$ cat config.mk
export PLATFORM = sky130hd
export DESIGN_NAME = xcvr_reconfig_mgmt_master_flat
export DESIGN_NICKNAME = d
export VERILOG_FILES = /design/src/rtl/xcvr_reconfig_mgmt_master_if.sv /design/src/rtl/xcvr_reconfig_mgmt_master.sv /design/src/flat_wrapper.sv
export SDC_FILE = /design/constraint.sdc
export NUM_CORES = 1
export LEC_CHECK = 0
export BUFFER_PORTS_ARGS = -buffer_cell sky130_fd_sc_hd__buf_2
export CORE_MARGIN = 3
export CORE_UTILIZATION = 45
export CTS_CLUSTER_SIZE = 40
export DETAILED_ROUTE_END_ITERATION = 8
export GPL_ROUTABILITY_DRIVEN = 0
export PLACE_DENSITY_LB_ADDON = 0.2
export SETUP_SLACK_MARGIN = 0.3
export SYNTH_ARGS = -nofsm -noshare
export SYNTH_HDL_FRONTEND = slang
export SYNTH_SLANG_ARGS = --single-unit
$ cat constraint.sdc
create_clock -name clk_clk -period 2.6 [get_ports clk_clk]
set_input_delay 0.39 -clock clk_clk [delete_from_list [all_inputs] [get_ports clk_clk]]
set_output_delay 0.39 -clock clk_clk [all_outputs]
set_load 0.02 [all_outputs]
$ cat src/rtl/xcvr_reconfig_mgmt_master_if.sv
// Command/response handshake and Avalon-MM mgmt bus between control logic,
// the reconfig mgmt master and the reconfig controller mgmt slave.
interface xcvr_reconfig_mgmt_master_if #(
    parameter int ADDR_W = 7,
    parameter int DATA_W = 32
);
    logic              cmd_valid;
    logic              cmd_ready;
    logic              cmd_write;
    logic              cmd_poll;
    logic [ADDR_W-1:0] cmd_address;
    logic [DATA_W-1:0] cmd_writedata;
    logic              rsp_valid;
    logic [DATA_W-1:0] rsp_readdata;
    logic              rsp_error;
    logic              busy;
    logic [ADDR_W-1:0] mgmt_address;
    logic              mgmt_read;
    logic              mgmt_write;
    logic [DATA_W-1:0] mgmt_writedata;
    logic [DATA_W-1:0] mgmt_readdata;
    logic              mgmt_waitrequest;

    modport master (
        input  cmd_valid, cmd_write, cmd_poll, cmd_address, cmd_writedata,
        input  mgmt_readdata, mgmt_waitrequest,
        output cmd_ready, rsp_valid, rsp_readdata, rsp_error, busy,
        output mgmt_address, mgmt_read, mgmt_write, mgmt_writedata
    );

    modport slave (
        output cmd_valid, cmd_write, cmd_poll, cmd_address, cmd_writedata,
        output mgmt_readdata, mgmt_waitrequest,
        input  cmd_ready, rsp_valid, rsp_readdata, rsp_error, busy,
        input  mgmt_address, mgmt_read, mgmt_write, mgmt_writedata
    );
endinterface

$ cat src/rtl/xcvr_reconfig_mgmt_master.sv
// Single-outstanding Avalon-MM master for the reconfig controller mgmt port.
// Define XCVR_RECONFIG_POLL_EN to enable post-write busy polling (cmd_poll).
module xcvr_reconfig_mgmt_master #(
    parameter int ADDR_W      = 7,
    parameter int DATA_W      = 32,
    parameter int TIMEOUT_CYC = 1024,
    parameter int BUSY_BIT    = 8,
    parameter int POLL_GAP    = 16,
    parameter int MAX_POLLS   = 4096
) (
    input logic                      clk_clk,
    input logic                      reset_reset_n,
    xcvr_reconfig_mgmt_master_if.master bus
);
    localparam int TO_W = $clog2(TIMEOUT_CYC + 1);
    localparam logic [TO_W-1:0] TO_LAST = TO_W'(TIMEOUT_CYC - 1);

    typedef enum logic [1:0] {S_IDLE, S_XFER, S_POLL_GAP, S_RESP} state_e;

    state_e            state_q, state_d;
    logic [ADDR_W-1:0] addr_q, addr_d;
    logic [DATA_W-1:0] wdata_q, wdata_d;
    logic [DATA_W-1:0] rdata_q, rdata_d;
    logic              rd_q, rd_d;
    logic              wr_q, wr_d;
    logic              err_q, err_d;
    logic [TO_W-1:0]   to_cnt_q, to_cnt_d;

`ifdef XCVR_RECONFIG_POLL_EN
    localparam int GAP_W = $clog2(POLL_GAP + 1);
    localparam int PC_W  = $clog2(MAX_POLLS + 1);
    localparam logic [GAP_W-1:0] GAP_LAST  = GAP_W'(POLL_GAP - 1);
    localparam logic [PC_W-1:0]  POLL_LAST = PC_W'(MAX_POLLS - 1);

    logic              poll_q, poll_d;
    logic [GAP_W-1:0]  gap_cnt_q, gap_cnt_d;
    logic [PC_W-1:0]   poll_cnt_q, poll_cnt_d;

    always_ff @(posedge clk_clk or negedge reset_reset_n) begin
        if (!reset_reset_n) begin
            poll_q     <= 1'b0;
            gap_cnt_q  <= '0;
            poll_cnt_q <= '0;
        end else begin
            poll_q     <= poll_d;
            gap_cnt_q  <= gap_cnt_d;
            poll_cnt_q <= poll_cnt_d;
        end
    end
`else
    logic unused_poll;
    assign unused_poll = bus.cmd_poll;
`endif

    always_ff @(posedge clk_clk or negedge reset_reset_n) begin
        if (!reset_reset_n) begin
            state_q  <= S_IDLE;
            addr_q   <= '0;
            wdata_q  <= '0;
            rdata_q  <= '0;
            rd_q     <= 1'b0;
            wr_q     <= 1'b0;
            err_q    <= 1'b0;
            to_cnt_q <= '0;
        end else begin
            state_q  <= state_d;
            addr_q   <= addr_d;
            wdata_q  <= wdata_d;
            rdata_q  <= rdata_d;
            rd_q     <= rd_d;
            wr_q     <= wr_d;
            err_q    <= err_d;
            to_cnt_q <= to_cnt_d;
        end
    end

    always_comb begin
        state_d  = state_q;
        addr_d   = addr_q;
        wdata_d  = wdata_q;
        rdata_d  = rdata_q;
        rd_d     = rd_q;
        wr_d     = wr_q;
        err_d    = err_q;
        to_cnt_d = to_cnt_q;
`ifdef XCVR_RECONFIG_POLL_EN
        poll_d     = poll_q;
        gap_cnt_d  = gap_cnt_q;
        poll_cnt_d = poll_cnt_q;
`endif
        case (state_q)
            S_IDLE: begin
                if (bus.cmd_valid) begin
                    addr_d   = bus.cmd_address;
                    wdata_d  = bus.cmd_writedata;
                    rd_d     = !bus.cmd_write;
                    wr_d     = bus.cmd_write;
                    to_cnt_d = '0;
                    state_d  = S_XFER;
`ifdef XCVR_RECONFIG_POLL_EN
                    poll_d     = bus.cmd_write & bus.cmd_poll;
                    poll_cnt_d = '0;
`endif
                end
            end
            S_XFER: begin
                if (!bus.mgmt_waitrequest) begin
                    rd_d     = 1'b0;
                    wr_d     = 1'b0;
                    to_cnt_d = '0;
                    err_d    = 1'b0;
                    rdata_d  = rd_q ? bus.mgmt_readdata : '0;
                    state_d  = S_RESP;
`ifdef XCVR_RECONFIG_POLL_EN
                    if (poll_q && wr_q) begin
                        // Write done: turn straight around into a status read.
                        rd_d    = 1'b1;
                        state_d = S_XFER;
                    end else if (poll_q && bus.mgmt_readdata[BUSY_BIT]) begin
                        if (poll_cnt_q == POLL_LAST) begin
                            err_d   = 1'b1;
                            rdata_d = '0;
                        end else begin
                            poll_cnt_d = poll_cnt_q + PC_W'(1);
                            gap_cnt_d  = '0;
                            state_d    = S_POLL_GAP;
                        end
                    end
`endif
                end else if (to_cnt_q == TO_LAST) begin
                    rd_d     = 1'b0;
                    wr_d     = 1'b0;
                    err_d    = 1'b1;
                    rdata_d  = '0;
                    to_cnt_d = '0;
                    state_d  = S_RESP;
                end else begin
                    to_cnt_d = to_cnt_q + TO_W'(1);
                end
            end
            S_POLL_GAP: begin
`ifdef XCVR_RECONFIG_POLL_EN
                if (gap_cnt_q == GAP_LAST) begin
                    rd_d     = 1'b1;
                    to_cnt_d = '0;
                    state_d  = S_XFER;
                end else begin
                    gap_cnt_d = gap_cnt_q + GAP_W'(1);
                end
`else
                state_d = S_IDLE;
`endif
            end
            S_RESP: begin
                err_d   = 1'b0;
                state_d = S_IDLE;
            end
            default: state_d = S_IDLE;
        endcase
    end

    assign bus.cmd_ready      = (state_q == S_IDLE);
    assign bus.busy           = (state_q != S_IDLE);
    assign bus.rsp_valid      = (state_q == S_RESP);
    assign bus.rsp_error      = err_q;
    assign bus.rsp_readdata   = rdata_q;
    assign bus.mgmt_address   = addr_q;
    assign bus.mgmt_read      = rd_q;
    assign bus.mgmt_write     = wr_q;
    assign bus.mgmt_writedata = wdata_q;
endmodule

$ cat src/flat_wrapper.sv
// flat-port wrapper written by rule: the top's interface ports become plain ports
module xcvr_reconfig_mgmt_master_flat 
#(
    parameter int ADDR_W      = 7,
    parameter int DATA_W      = 32,
    parameter int TIMEOUT_CYC = 1024,
    parameter int BUSY_BIT    = 8,
    parameter int POLL_GAP    = 16,
    parameter int MAX_POLLS   = 4096
)
  (clk_clk, reset_reset_n, bus_cmd_valid, bus_cmd_write, bus_cmd_poll, bus_cmd_address, bus_cmd_writedata, bus_mgmt_readdata, bus_mgmt_waitrequest, bus_cmd_ready, bus_rsp_valid, bus_rsp_readdata, bus_rsp_error, bus_busy, bus_mgmt_address, bus_mgmt_read, bus_mgmt_write, bus_mgmt_writedata);
  xcvr_reconfig_mgmt_master_if #(.ADDR_W(ADDR_W), .DATA_W(DATA_W)) bus_i ();
  input logic clk_clk;
  input logic reset_reset_n;
  input wire logic [$bits(bus_i.cmd_valid)-1:0] bus_cmd_valid;
  input wire logic [$bits(bus_i.cmd_write)-1:0] bus_cmd_write;
  input wire logic [$bits(bus_i.cmd_poll)-1:0] bus_cmd_poll;
  input wire logic [$bits(bus_i.cmd_address)-1:0] bus_cmd_address;
  input wire logic [$bits(bus_i.cmd_writedata)-1:0] bus_cmd_writedata;
  input wire logic [$bits(bus_i.mgmt_readdata)-1:0] bus_mgmt_readdata;
  input wire logic [$bits(bus_i.mgmt_waitrequest)-1:0] bus_mgmt_waitrequest;
  output wire logic [$bits(bus_i.cmd_ready)-1:0] bus_cmd_ready;
  output wire logic [$bits(bus_i.rsp_valid)-1:0] bus_rsp_valid;
  output wire logic [$bits(bus_i.rsp_readdata)-1:0] bus_rsp_readdata;
  output wire logic [$bits(bus_i.rsp_error)-1:0] bus_rsp_error;
  output wire logic [$bits(bus_i.busy)-1:0] bus_busy;
  output wire logic [$bits(bus_i.mgmt_address)-1:0] bus_mgmt_address;
  output wire logic [$bits(bus_i.mgmt_read)-1:0] bus_mgmt_read;
  output wire logic [$bits(bus_i.mgmt_write)-1:0] bus_mgmt_write;
  output wire logic [$bits(bus_i.mgmt_writedata)-1:0] bus_mgmt_writedata;
  assign bus_i.cmd_valid = bus_cmd_valid;
  assign bus_i.cmd_write = bus_cmd_write;
  assign bus_i.cmd_poll = bus_cmd_poll;
  assign bus_i.cmd_address = bus_cmd_address;
  assign bus_i.cmd_writedata = bus_cmd_writedata;
  assign bus_i.mgmt_readdata = bus_mgmt_readdata;
  assign bus_i.mgmt_waitrequest = bus_mgmt_waitrequest;
  assign bus_cmd_ready = bus_i.cmd_ready;
  assign bus_rsp_valid = bus_i.rsp_valid;
  assign bus_rsp_readdata = bus_i.rsp_readdata;
  assign bus_rsp_error = bus_i.rsp_error;
  assign bus_busy = bus_i.busy;
  assign bus_mgmt_address = bus_i.mgmt_address;
  assign bus_mgmt_read = bus_i.mgmt_read;
  assign bus_mgmt_write = bus_i.mgmt_write;
  assign bus_mgmt_writedata = bus_i.mgmt_writedata;
  xcvr_reconfig_mgmt_master #(.ADDR_W(ADDR_W), .DATA_W(DATA_W), .TIMEOUT_CYC(TIMEOUT_CYC), .BUSY_BIT(BUSY_BIT), .POLL_GAP(POLL_GAP), .MAX_POLLS(MAX_POLLS)) u_core (.clk_clk(clk_clk), .reset_reset_n(reset_reset_n), .bus(bus_i));
endmodule
==> metrics.md <==
| Metric | Value |
|---|---|
| Synth unique cells | `32` |
| Worst setup SP type | `flip-flop` |
| Min cycle time layout | `2.02 ns` |
| FF+latch count, synth | `87` |
| Primary FF master, synth | `dfrtp_1` |
| Pleak | `2.25 nW` |
| Most common cell after layout, fill and taps aside | `buf_2` |
| Initial antenna violation count | `0` |
| Ports | `154` |
| Worst setup path start | `u_core.to_cnt_q[0]$_DFFE_PN0P_` |
| Slowest stage delay, CP | `0.57 ns` |
| Syn Nets | `309` |
| CP required | `2.84 ns` |
| Inserted Clock Buffers | `9` |
| Final setup vio count | `0` |
| Area of the multi-input gates | `0.00110 mm^2` |
| Synthesized instance count | `231` |
| Max Clock Skew | `0.00861 ns` |
| Crit path buffers/inverters | `0` |
| Setup TNS | `0 ns` |
| H-Tree Depth | `3` |
| Fmax | `0.496 GHz` |
| Die width | `92.2 um` |
| Routed via count | `2412` |
| Final #Nets | `465` |
| Layout cells sized above 1 | `56.1%` |
| Post-CTS Hold Fix Bufs | `0` |
| Synthesized area | `0.00335 mm^2` |
| Worst Setup End Kind | `flip-flop` |
| Slew @ Worst Pin | `0.573 ns` |
| GRT Total Usage | `17.6%` |
| Wirelength per Cell | `14.7 um` |
| Critical path class | `reg2reg` |
| Worst-Skew Late Latency | `0.35 ns` |
| Register Area | `0.00218 mm^2` |
| First-pass GRT wire length | `11600 um` |
| Root Driver | `clkbuf_8` |
| Worst hold path type | `in2async` |
| Post-route ant nets | `0` |
| CTS Sinks | `87` |
| Row cnt | `30` |
| Die ar. | `0.00851 mm^2` |
| Dpl hpwl | `5170 um` |
| Reg2reg setup slack | `0.58 ns` |
| Top cell type's share of synthesized area | `65.0%` |
| Top delay family on crit path | `simple AND/OR/NAND/NOR gates` |
| Post-CTS Setup Inserts | `0` |
| DR iter-0 viols | `101` |
| Unrepaired setup endpoints after global routing | `no` |
| Syn. warnings | `0` |
| Synth area leader | `dfrtp_1` |
| 1st-pass router iterations | `4` |
| Ant. Diodes | `0` |
| CP max-delay cell | `or4_4` |
| Detailed-route DRC error count | `0` |
| Final period util | `77.5%` |
| Area after DPL | `0.00423 mm^2` |
| Synth area leaders | `dfrtp_1, mux2_2, a22o_1, xnor2_1, nor2_1` |
| CTS tree | `yes` |
| Critical-path cell list | `ha_1 -> nand2_1 -> or4_4 -> a21o_4 -> a22o_2` |
| R2R depth | `5` |
| PD cells | `1100 mW/mm^2` |
| CTS max path bufs | `2` |
| Most frequent cells in the layout | `buf_2, dfrtp_1, mux2_2` |
| Sequential area share after synthesis | `65.0%` |
| Clk slew on worst S/H paths | `0.08 ns` |
| Worst r2r src | `u_core.to_cnt_q[0]$_DFFE_PN0P_` |
| Max_cap viols | `0` |
| DRT Wirelength | `7170 um` |
| Die extent in y | `92.2 um` |
| Async SR Flop Fraction | `100%` |
| Buffers added on ports | `152` |
| Core ar. | `0.00702 mm^2` |
| Vias in the first global route | `2368` |
| Starting Density | `47.7%` |
| Grt total ovfl | `0` |
| Post-route cell area | `0.00442 mm^2` |
| Worst path arrival time | `2.25 ns` |
| Final Hold Viols | `0` |
| EDFF count, synth | `0` |
| Status | `completed` |
| Final max-slew violation count | `0` |
| FILL cells | `599` |
| Crit-path max FO | `33` |
| Layout area overhead | `32.1%` |
| Vias per cell | `4.94` |
| Worst vdd ir | `0.000520 V` |
| R2r endpoint | `u_core.bus.rsp_readdata[27]$_DFFE_PN0P_` |
| Post-Syn Area per Cell | `14.5 um^2` |
| Largest net degree at the start of global routing | `45` |
| Post-CTS sizing | `0` |
| Slew headroom | `61.8%` |
[worst max-delay path by stage]
stage | endpoint | depth (start not counted)
floorplan | u_core.bus.rsp_readdata[0]$_DFFE_PN0P_ | 6
global placement | u_core.bus.rsp_readdata[27]$_DFFE_PN0P_ | 5
detailed placement | u_core.bus.rsp_readdata[27]$_DFFE_PN0P_ | 5
CTS | u_core.bus.rsp_readdata[27]$_DFFE_PN0P_ | 5
global route | u_core.bus.rsp_readdata[27]$_DFFE_PN0P_ | 5
finish | u_core.bus.rsp_readdata[27]$_DFFE_PN0P_ | 5
[cell usage after synthesis (all sizes together) (3+ instances only)]
library cell / instances
a22o: 33
nand3: 3
nor2: 11
a21oi: 3
nor4: 4
mux2: 39
nand2: 7
xnor2: 5
buf: 4
inv: 6
clkbuf: 7
dfrtp: 87
[flip-flops by register name, summed over array words and instances, names as in the netlist]
name / flops
u_core.bus.mgmt_write: 1
u_core.bus.mgmt_read: 1
u_core.to_cnt_q: 11
u_core.state_q: 2
u_core.bus.rsp_error: 1
u_core.bus.mgmt_address: 7
u_core.bus.mgmt_writedata: 32
u_core.bus.rsp_readdata: 32
[cells by family after synthesis]
logic type,after synthesis,synth area share (%)
buffers and inverters,17,2.58
multiplexers,39,13.1
XOR/XNOR,7,1.83
AO/OA/AOI/OAI,45,11.5
flip-flops,87,65.0
adder cells (fa/ha/maj),1,0.374
AND/OR/NAND/NOR,35,5.53
[per-stage QoR]
step / setup WS, ns / power (mW) / std cells / utilization [%] / hold slack (ns)
after floorplan: 0.741 / 3.30 / 231 / - / 0.0944
after global placement: 0.620 / 3.97 / 472 / 60.3 / 0.421
after detailed placement: 0.591 / 4.02 / 472 / 60.3 / 0.430
after CTS: 0.580 / 4.93 / 488 / 63.0 / 0.0399
after global routing: 0.490 / 5.15 / 488 / 63.0 / 0.0574
final: 0.585 / 4.86 / 488 / 63.0 / 0.0249
[layer usage]
| layer | track usage [%] | wire length [um] | share of wire [%] |
|---|---|---|---|
| met4 | 9.16 | 192 | 2.7 |
| met2 | 28.0 | 3490 | 49 |
| met3 | 4.10 | 424 | 5.9 |
| met1 | 22.4 | 3060 | 43 |
| met5 | 0 | 0 | 0 |
[power by group]
part	switching [mW]	leakage (nW)	internal (mW)
Combinational	1.11	1.06	0.795
Sequential	0.233	1.10	1.82
Clock	0.463	0.0960	0.441
[final cells by class]
type,instances,share of cell area [%]
clock buffer,10,2.89
clock inverter,6,1.39
tap,96,2.72
inverter,6,0.509
timing repair buffer,156,18.5
multi-input combinational,127,24.8
sequential,87,49.2
Note: power is estimated with default switching activity, not from simulation.
